--- src/rtl/param_reload_counter.sv ---
// ---------------------------------------------------------------------------
// param_reload_counter
//
// A period generator and one-shot delay timer. It counts up (0..reload) or
// down (reload..0) and has a programmable reload/terminal register. In
// auto-reload mode it keeps running and gives a periodic terminal pulse. In
// one-shot mode it stops in DONE at the terminal value.
//
// States:
//   state | meaning
//   IDLE  | not counting, count holds, waiting for start_i
//   RUN   | counting on enabled cycles
//   DONE  | one-shot finished, count holds at the terminal value
//
// Ports:
//   clk           rising-edge clock
//   reset         synchronous active-high reset
//   en_i          count enable (effective only in RUN)
//   up_down       1 = up, 0 = down (live)
//   mode_i        0 = auto-reload, 1 = one-shot (latched on start)
//   start_i       start / restart
//   stop_i        abort to IDLE, count holds
//   load_i        load count with load_val_i
//   load_val_i    load value
//   reload_wr_i   write reload_val_i into the reload register
//   reload_val_i  new reload / terminal value
//   count         current count
//   tc_o          one-cycle terminal-count pulse
//   done_o        high while in DONE
//   busy_o        high while in RUN
//   wrap_cnt_o    saturating count of terminal events since start
// ---------------------------------------------------------------------------
module param_reload_counter #(
    parameter int              WIDTH        = 8,
    parameter int              CNT_W        = 8,
    parameter logic [WIDTH-1:0] RESET_RELOAD = {WIDTH{1'b1}}
) (
    input  logic             clk,
    input  logic             reset,
    input  logic             en_i,
    input  logic             up_down,
    input  logic             mode_i,
    input  logic             start_i,
    input  logic             stop_i,
    input  logic             load_i,
    input  logic [WIDTH-1:0] load_val_i,
    input  logic             reload_wr_i,
    input  logic [WIDTH-1:0] reload_val_i,
    output logic [WIDTH-1:0] count,
    output logic             tc_o,
    output logic             done_o,
    output logic             busy_o,
    output logic [CNT_W-1:0] wrap_cnt_o
);

    localparam logic [1:0] S_IDLE = 2'd0;
    localparam logic [1:0] S_RUN  = 2'd1;
    localparam logic [1:0] S_DONE = 2'd2;

    localparam logic [WIDTH-1:0] ONE_W   = {{(WIDTH-1){1'b0}}, 1'b1};
    localparam logic [CNT_W-1:0] ONE_C   = {{(CNT_W-1){1'b0}}, 1'b1};
    localparam logic [CNT_W-1:0] WRAP_MX = {CNT_W{1'b1}};

    logic [1:0]       r_state;
    logic [WIDTH-1:0] r_count;
    logic [WIDTH-1:0] r_reload;
    logic             r_oneshot;
    logic             r_tc;
    logic [CNT_W-1:0] r_wrap;

    logic             w_stop;
    logic             w_terminal;
    logic [WIDTH-1:0] w_start_val;
    logic [WIDTH-1:0] w_reload_val;

    // stop_i has no effect in IDLE, so it cannot mask a start there.
    assign w_stop       = stop_i && (r_state != S_IDLE);

    // Up mode only terminates on an exact match; a count above the reload
    // value simply rolls over through 0 and keeps climbing.
    assign w_terminal   = up_down ? (r_count == r_reload) : (r_count == '0);
    assign w_start_val  = up_down ? '0 : r_reload;
    assign w_reload_val = up_down ? '0 : r_reload;

    always_ff @(posedge clk) begin
        if (reset) begin
            r_state   <= S_IDLE;
            r_count   <= '0;
            r_reload  <= RESET_RELOAD;
            r_oneshot <= 1'b0;
            r_tc      <= 1'b0;
            r_wrap    <= '0;
        end else begin
            r_tc <= 1'b0;

            // The old r_reload is still visible to the terminal compare
            // below, so a write here only affects later cycles.
            if (reload_wr_i) begin
                r_reload <= reload_val_i;
            end

            if (w_stop) begin
                r_state <= S_IDLE;
            end else if (start_i) begin
                r_state   <= S_RUN;
                r_oneshot <= mode_i;
                r_wrap    <= '0;
            end

            if (load_i) begin
                r_count <= load_val_i;
            end else if (w_stop) begin
                r_count <= r_count;
            end else if (start_i) begin
                r_count <= w_start_val;
            end else if ((r_state == S_RUN) && en_i) begin
                if (w_terminal) begin
                    r_tc <= 1'b1;
                    if (r_wrap != WRAP_MX) begin
                        r_wrap <= r_wrap + ONE_C;
                    end
                    if (r_oneshot) begin
                        r_state <= S_DONE;
                    end else begin
                        r_count <= w_reload_val;
                    end
                end else if (up_down) begin
                    r_count <= r_count + ONE_W;
                end else begin
                    r_count <= r_count - ONE_W;
                end
            end
        end
    end

    assign count      = r_count;
    assign tc_o       = r_tc;
    assign done_o     = (r_state == S_DONE);
    assign busy_o     = (r_state == S_RUN);
    assign wrap_cnt_o = r_wrap;

endmodule

--- config.mk ---
export PLATFORM = sky130hd
export DESIGN_NAME = param_reload_counter
export DESIGN_NICKNAME = d
export VERILOG_FILES = /design/src/rtl/param_reload_counter.sv
export SDC_FILE = /design/constraint.sdc
export NUM_CORES = 1
export LEC_CHECK = 0
export BUFFER_PORTS_ARGS = -buffer_cell sky130_fd_sc_hd__buf_2
export CELL_PAD_IN_SITES_DETAIL_PLACEMENT = 1
export CELL_PAD_IN_SITES_GLOBAL_PLACEMENT = 2
export CORE_MARGIN = 1
export CORE_UTILIZATION = 30
export CTS_CLUSTER_SIZE = 28
export DETAILED_ROUTE_END_ITERATION = 10
export GPL_TIMING_DRIVEN = 0
export PLACE_DENSITY_LB_ADDON = 0.1
export SLEW_MARGIN = 10
export SYNTH_ARGS = -nofsm -noshare
export SYNTH_HDL_FRONTEND = slang
export SYNTH_SLANG_ARGS = --single-unit
--- constraint.sdc ---
create_clock -name clk -period 2.62 [get_ports clk]
set_input_delay 0.655 -clock clk [delete_from_list [all_inputs] [get_ports clk]]
set_output_delay 0.655 -clock clk [all_outputs]
set_load 0.01 [all_outputs]
==> flow_summary.ini, run 1 <==
[status]
outcome = finished clean

[finish]
drive_above_1_share = 0.207
area_growth_pct = 19.4
finalInstanceArea_um2 = 2190
final_nets = 300
fillers = 731
instances_no_fill = 341
seqCellArea_um2 = 561
n_antenna_cell = 0
multiInputGateArea_um2 = 1220

[routing]
drt_iter0_markers = 70
wire_per_inst_um = 16.8
dr.max_layer_used = met4
via_per_inst = 5.37
met3_length_um = 148
route.detailed.drc = 0
drt_wl_total_um = 5740
via_count = 1831
firstDrtPassIters = 4
met1_length_um = 2590
antenna_left = 0
wl_met2_um = 2970

[synth]
synth_most_common_cell = nand2_1
yosysSeqAreaShare = 0.305
synth_ff_type = dfxtp_1
avgSynthCellArea_um2 = 8.32
postSynth.asyncResetShare = 0
synth_common_cells = 29 x nand2_1, 28 x dfxtp_1, 14 x nand3_1
synth_area_um2 = 1840
yosys_register_bits = 28
yosys.area.top_type = dfxtp_1
yosys_warnings = 0
post-synth-top-area-fraction = 0.305
synthTopCellsByArea = dfxtp_1 30%, nand2_1 5.9%, xnor2_1 5.7%
synth-edff-count = 0
netlist_instances = 221
syn-num-nets = 254
netlist-cell-type-count = 55

[worst_setup_path]
crit_buf_inv = 2
crit_fanout = 14
r2r_slack_ns = 0.38
timing.rr.end = wrap_cnt_o[0]
critPathLaunchType = input port
crit_chain = buf_2, inv_4, fa_1, a21o_1, a21oi_1, xnor2_1, nor3_1, a311oi_1, o22ai_1
slowest_delay_ns = 0.48
critPathTopFamily = compound AO/OA/AOI/OAI gates
cp_data_required_time_ns = 2.78
path_class = input port to register
slowest_stage = fa_1
crit_path_end_kind = register
r2r_cells = 7
rr_startpoint = count[0]
crit_arrival_ns = 2.50

[global_routing]
grt_pass1_vias = 1852
grt_pass1_wl_um = 9450
antenna_found_initial = 0
grt_usage = 0.193
grt_max_degree = 16
grt-ovfl-total = 0

[cts]
htree_num_levels = 1
cts_tree = done
clockBufferDepth = 2
cts_sinks = 28
clkLatencyLatePin_ns = 0.28
clockRootBuffer = clkbuf_8
cts_made_buffers = 3
path_clk_slew_ns = 0.11

[place]
routabilityCongestion = 0.734
dpl.hpwl_um = 4470
placed_cells = 337
pre_cts_slack_ns = -0.474
placed_area_um2 = 2140
port-buffer-count = 41

[timing]
relSlewSlack = 0.497
rsz0062_at_grt = false
setup_viol = 0
skew_ns = 0.0103
final_max_slew_viol_count = 0
period_needed_ns = 2.33
fmax_ghz = 0.429
worst_slew_pin_slew_ns = 0.751
fin_crit_sh = 0.891
hold_viol_final = 0
setup-tns-final_ns = 0
setup_slack_ns = 0.286

[flow_run]
cap_viol_max_count = 0

[min_path]
hp-class = register to register
holdPathStages = 2
holdPathEnd = r_oneshot
worstHoldStart = r_oneshot

[die]
die_area_um2 = 6440
die_w_um = 80.3
num_rows = 28
core_um2 = 5920
die_h_um = 80.3
boundaryPins = 44
start_util = 0.310

[pwr]
power.density_nw_per_um2 = 476
leakagePower_uw = 0.000921
ir_worst_vdd_mv = 0.160
power_uw = 1040
[kinds of logic (layout without fill, tap and decap cells)]
logic type,count (synthesis),after routing,synth area share
simple gates,90,90,0.249
compound gates,57,57,0.236
flops,28,28,0.305
buf+inv,15,60,0.0313
xor+xnor,14,14,0.0708
mux,9,9,0.0490
fa+ha+maj,8,8,0.0585
[worst max path at each step]
stage | startpoint | end | slack [ns] | cells past startpoint
2_1_floorplan | up_down | count[4] | 0.15 | 8
3_3_place_gp | up_down | count[4] | -0.48 | 9
3_5_place_dp | up_down | count[4] | -0.47 | 9
4_1_cts | up_down | count[4] | 0.09 | 9
5_1_grt | up_down | count[4] | 0.09 | 9
6_report | up_down | count[4] | 0.29 | 9
[flip-flops by register name, summed over array words and instances, names as in the netlist]
register    flops
r_oneshot       1
r_state         2
wrap_cnt_o      8
count           8
tc_o            1
r_reload        8
[metrics by stage]
stage          utilization  hold WS [ns]
2_1_floorplan            -         0.463
6_report             0.371         0.508
3_3_place_gp         0.361         0.493
5_1_grt              0.371         0.542
3_5_place_dp         0.361         0.497
4_1_cts              0.370         0.516
[what timing repair did]
| item | CTS | global route |
|---|---|---|
| setup buffers | 0 | 0 |
| gates resized for setup | 1 | 1 |
| setup endpoints to repair | 1 | 1 |
| hold buffers | 0 | 0 |
| cloned | 0 | 0 |
[cell usage in the layout (no fill, tap or decap), types with 4 or more instances in the layout]
cell      Yosys  routed
and3_1        4       4
o21ai_0       7       7
nor2b_1       6       6
dfxtp_1      28      28
inv_1         8       8
nor2_1       10      10
a31oi_1       4       4
nand3_1      14      14
nor3_1       11      11
buf_2         1      42
mux2i_1       9       9
o211ai_1     10      10
xnor2_1      12      12
nand4_1       4       4
nand2_1      29      29
clkbuf_1      4       4
ha_1          7       7
clkbuf_8      0       4
a21oi_1       5       5
[routing by layer]
metal  track usage  vias up
met5             0        -
met3        0.0284        4
met1         0.235      865
li1              -      928
met4        0.0321        0
met2         0.360       34
[cell type report]
cell class | instances | share of cell area
repair buffers | 41 | 0.0935
inverters | 10 | 0.0182
plain buffers | 5 | 0.00912
flip-flops and latches | 28 | 0.255
well taps | 75 | 0.0428
clock buffers | 4 | 0.0251
multi-input cells | 178 | 0.556
[tightest hold or removal path, stage by stage, from the launching register on]
cell and delay, ns:
dfxtp_1 0.35, nand2_1 0.06, a21oi_1 0.06
[power by group]
part	internal, uW	leakage [uW]	switching (uW)	total [uW]
Combinational	119	0.000663	157	276
Sequential	448	0.000230	34.5	482
Clock	135	0.0000288	151	286
No activity file was read; power rests on OpenSTA's default activity.
==> run 2: changes to the inputs <==
--- a/config.mk
+++ b/config.mk
@@ -6,5 +6,7 @@
 export NUM_CORES = 1
 export LEC_CHECK = 0
+export ABC_CLOCK_PERIOD_IN_PS = 2620
 export BUFFER_PORTS_ARGS = -buffer_cell sky130_fd_sc_hd__buf_2
+export CAP_MARGIN = 5
 export CELL_PAD_IN_SITES_DETAIL_PLACEMENT = 1
 export CELL_PAD_IN_SITES_GLOBAL_PLACEMENT = 2
==> constraint.sdc (replaced) <==
create_clock -name clk -period 2.62 [get_ports clk]
set_input_delay 0.393 -clock clk [delete_from_list [all_inputs] [get_ports clk]]
set_output_delay 0.393 -clock clk [all_outputs]
set_load 0.01 [all_outputs]
==> flow_summary.ini, run 2 (same netlist as run 1, synthesis figures left out) <==
[worst_setup_path]
crit_buf_inv = 2
crit_chain = buf_2, clkinvlp_4, fa_1, a21o_1, a21oi_1, xnor2_1, nor3_1, a311oi_1, o22ai_1
crit_path_end_kind = register
crit_arrival_ns = 2.49
crit_fanout = 14
slowest_stage = fa_1
slowest_delay_ns = 0.55
critPathTopFamily = compound AO/OA/AOI/OAI gates
cp_data_required_time_ns = 2.78
path_class = input port to register
critPathLaunchType = input port

[pwr]
power.density_nw_per_um2 = 475
leakagePower_uw = 0.000917
ir_worst_vdd_mv = 0.160

[routing]
drt_iter0_markers = 62
via_per_inst = 5.38
route.detailed.drc = 0
wire_per_inst_um = 16.8
antenna_left = 0
via_count = 1834
drt_wl_total_um = 5740
firstDrtPassIters = 4

[timing]
rsz0062_at_grt = false
fmax_ghz = 0.430
fin_crit_sh = 0.888
final_max_slew_viol_count = 0
setup_slack_ns = 0.294
skew_ns = 0.0109
period_needed_ns = 2.33
relSlewSlack = 0.501
whs_ns = 0.320
worst_slew_pin_slew_ns = 0.745
hold_viol_final = 0
setup_viol = 0

[place]
routabilityCongestion = 0.734
placed_cells = 337
port-buffer-count = 41
pre_cts_slack_ns = -0.212
dpl.hpwl_um = 4470

[cts]
postCtsHoldBufs = 0
cts_tree = done
path_clk_slew_ns = 0.11
clkLatencyLatePin_ns = 0.28
clockBufferDepth = 2
cts_made_buffers = 3
cts_sinks = 28
htree_num_levels = 1
clockRootBuffer = clkbuf_8

[status]
outcome = finished clean

[flow_run]
cap_viol_max_count = 0

[die]
num_rows = 28
die_w_um = 80.3
boundaryPins = 44
die_area_um2 = 6440
start_util = 0.310
core_um2 = 5920
die_h_um = 80.3

[global_routing]
grt_usage = 0.193
grt-ovfl-total = 0
antenna_found_initial = 0
grt_pass1_wl_um = 9450
grt_pass1_vias = 1851
grt_max_degree = 16

[finish]
area_growth_pct = 19.5
layout_commonest_cell = buf_2
final_cell_mix = 42 x buf_2, 29 x nand2_1, 28 x dfxtp_1
instances_no_fill = 341
n_antenna_cell = 0
final_nets = 300
drive_above_1_share = 0.207

[min_path]
hp-class = input port to register
-- run 2: stage by stage --
stage | util | power, uW | TNS (ns) | instance area, um2
6_report | 0.371 | 1040 | 0 | 2200
5_1_grt | 0.371 | 1110 | 0 | 2200
4_1_cts | 0.370 | 1060 | 0 | 2190
3_5_place_dp | 0.361 | 770 | -0.269 | 2140
3_3_place_gp | 0.361 | 769 | -0.297 | 2140
2_1_floorplan | - | 676 | 0 | 1840
-- run 2: final cells by class --
type                       count  area [um2]
multi-input combinational    178        1220
inverter                      10        41.3
tap                           75        93.8
buffer                         5        20.0
fill                         732        3720
timing repair buffer          41         205
clock buffer                   4        55.1
sequential                    28         561
-- run 2: worst paths after layout --
check	startpoint	end	slack (ns)	cells past startpoint
max	up_down	count[4]	0.29	9
min	reload_val_i[3]	r_reload[3]	0.32	3
max reg2reg	count[0]	wrap_cnt_o[0]	0.38	7
min reg2reg	r_oneshot	r_oneshot	0.51	2
-- run 2: worst register-to-register path: stages, from the launching register on --
cell      delay, ns
dfxtp_1        0.52
xnor2_1        0.19
nand4_2        0.16
or3_1          0.39
buf_2          0.17
a21boi_4       0.29
a311oi_1       0.19
a22o_1         0.26
-- run 2: metal layers --
layer / wire length, um / share of wire / GRT usage / up-vias
met3: 180 / 0.031 / 0.0284 / 4
met1: 2570 / 0.45 / 0.235 / 862
met2: 2960 / 0.52 / 0.360 / 41
met5: 0 / 0 / 0 / -
li1: - / - / - / 927
met4: 31 / 0.0054 / 0.0321 / 0
-- run 2: power by group --
group | internal, uW | switching, uW | leakage [uW]
registers | 448 | 34.6 | 0.000230
logic | 119 | 157 | 0.000658
clock network | 135 | 149 | 0.0000288
total | 702 | 341 | 0.000917
-- run 2: repair_timing --
action / CTS / global route
endpoints found under the setup margin: 0 / 1
gates resized for setup: 0 / 1
hold endpoints to repair: 0 / 0
setup buffers: 0 / 0
==> run 3: changes to the inputs <==
Settings changed: CORE_ASPECT_RATIO from default to 0.75, CORE_MARGIN 1 to 10.
==> flow_summary.ini, run 3 (same netlist as run 1, synthesis figures left out) <==
[worst_setup_path]
slowest_delay_ns = 0.46
path_class = input port to register
crit_top_cell = o211ai_1
crit_path_end_kind = register
crit_chain = buf_2, clkinvlp_4, ha_1, a21oi_1, o211ai_1, o41ai_1, xor2_1, nand4b_1, o211ai_1
slowest_stage = o41ai_1
cp_data_required_time_ns = 2.79
critPathLaunchType = input port
crit_fanout = 14
crit_arrival_ns = 2.48

[global_routing]
antenna_found_initial = 0
grt_usage = 0.132
grt_max_degree = 16
grt_pass1_vias = 1853
grt_pass1_wl_um = 10200
grt-ovfl-total = 0

[die]
die_h_um = 87.8
die_area_um2 = 9690
boundaryPins = 44
core_um2 = 5890
start_util = 0.312
die_w_um = 110
num_rows = 24

[min_path]
hp-class = input port to register

[timing]
skew_ns = 0.00353
fmax_ghz = 0.433
setup-tns-final_ns = 0
final_max_slew_viol_count = 0
worst_slew_pin_slew_ns = 0.698
rsz0062_at_grt = false
period_needed_ns = 2.31
fin_crit_sh = 0.881
relSlewSlack = 0.533
hold_viol_final = 0
setup_viol = 0

[place]
dpl.hpwl_um = 5180
routabilityCongestion = 0.807
port-buffer-count = 41
placed_cells = 340

[routing]
firstDrtPassIters = 4
met1_length_um = 3460
route.detailed.drc = 0
wire_per_inst_um = 18.4
via_per_inst = 5.41
via_count = 1862
wl_met2_um = 2410
dr.max_layer_used = met4
drt_iter0_markers = 125
met3_length_um = 434
antenna_left = 0
drt_wl_total_um = 6340

[status]
outcome = finished clean

[finish]
instances_no_fill = 344
multiInputGateArea_um2 = 1220
layout_commonest_cell = buf_2
seqCellArea_um2 = 561
final_nets = 300
fillers = 734
area_growth_pct = 19.7
final_cell_mix = 42 x buf_2, 29 x nand2_1, 28 x dfxtp_1
drive_above_1_share = 0.207
n_antenna_cell = 0

[cts]
path_clk_slew_ns = 0.10
cts_sinks = 28
cts_made_buffers = 3
clkLatencyLatePin_ns = 0.28
clockRootBuffer = clkbuf_8
postCtsHoldBufs = 0
cts_tree = done
htree_num_levels = 1
clockBufferDepth = 2

[pwr]
ir_worst_vdd_mv = 0.162
power.density_nw_per_um2 = 477
leakagePower_uw = 0.000917
power_uw = 1050

[flow_run]
cap_viol_max_count = 0
-- run 3: metrics by stage --
step / utilization / setup WS [ns] / hold WS [ns] / instance area, um2
floorplan: - / 0.416 / 0.463 / 1840
global placement: 0.364 / -0.116 / 0.483 / 2140
detailed placement: 0.364 / -0.136 / 0.508 / 2140
CTS: 0.373 / 0.168 / 0.313 / 2200
global route: 0.374 / 0.140 / 0.318 / 2200
finish: 0.374 / 0.312 / 0.318 / 2200
-- run 3: path summary, 6_finish.rpt --
kind	startpoint	to	slack, ns	cells after the start
worst min register to register	r_oneshot	r_oneshot	0.53	2
worst max register to register	count[0]	wrap_cnt_o[0]	0.33	7
worst max-delay path	up_down	count[7]	0.31	9
worst min-delay path	load_val_i[0]	count[0]	0.32	3
-- run 3: routing by layer --
metal / global-route usage / vias to the layer above
met3: 0.0337 / 4
met1: 0.207 / 896
met5: 0 / -
li1: - / 918
met4: 0.0210 / 0
met2: 0.171 / 44
-- run 3: worst max-delay path: cells and delay by family --
kind / cells / cell delay [ns]
compound gates: 4 / 0.91
buf+inv: 2 / 0.42
simple gates: 1 / 0.14
xor+xnor: 1 / 0.23
fa+ha+maj: 1 / 0.38
-- run 3: power by group --
part / internal [uW] / total, uW / switching [uW]
clock: 135 / 283 / 148
combinational: 119 / 281 / 162
sequential: 448 / 486 / 37.9
-- run 3: cell type report --
class                           instances  area share
Multi-Input combinational cell        178       0.555
Sequential cell                        28       0.255
Timing Repair Buffer                   41      0.0933
Tap cell                               78      0.0444
Clock buffer                            4      0.0250
Inverter                               10      0.0188
Buffer                                  5     0.00910
-- run 3: timing repair --
item	4_1_cts	5_1_grt
setup buffers	0	0
resized for setup	0	1
setup endpoints to repair	0	2
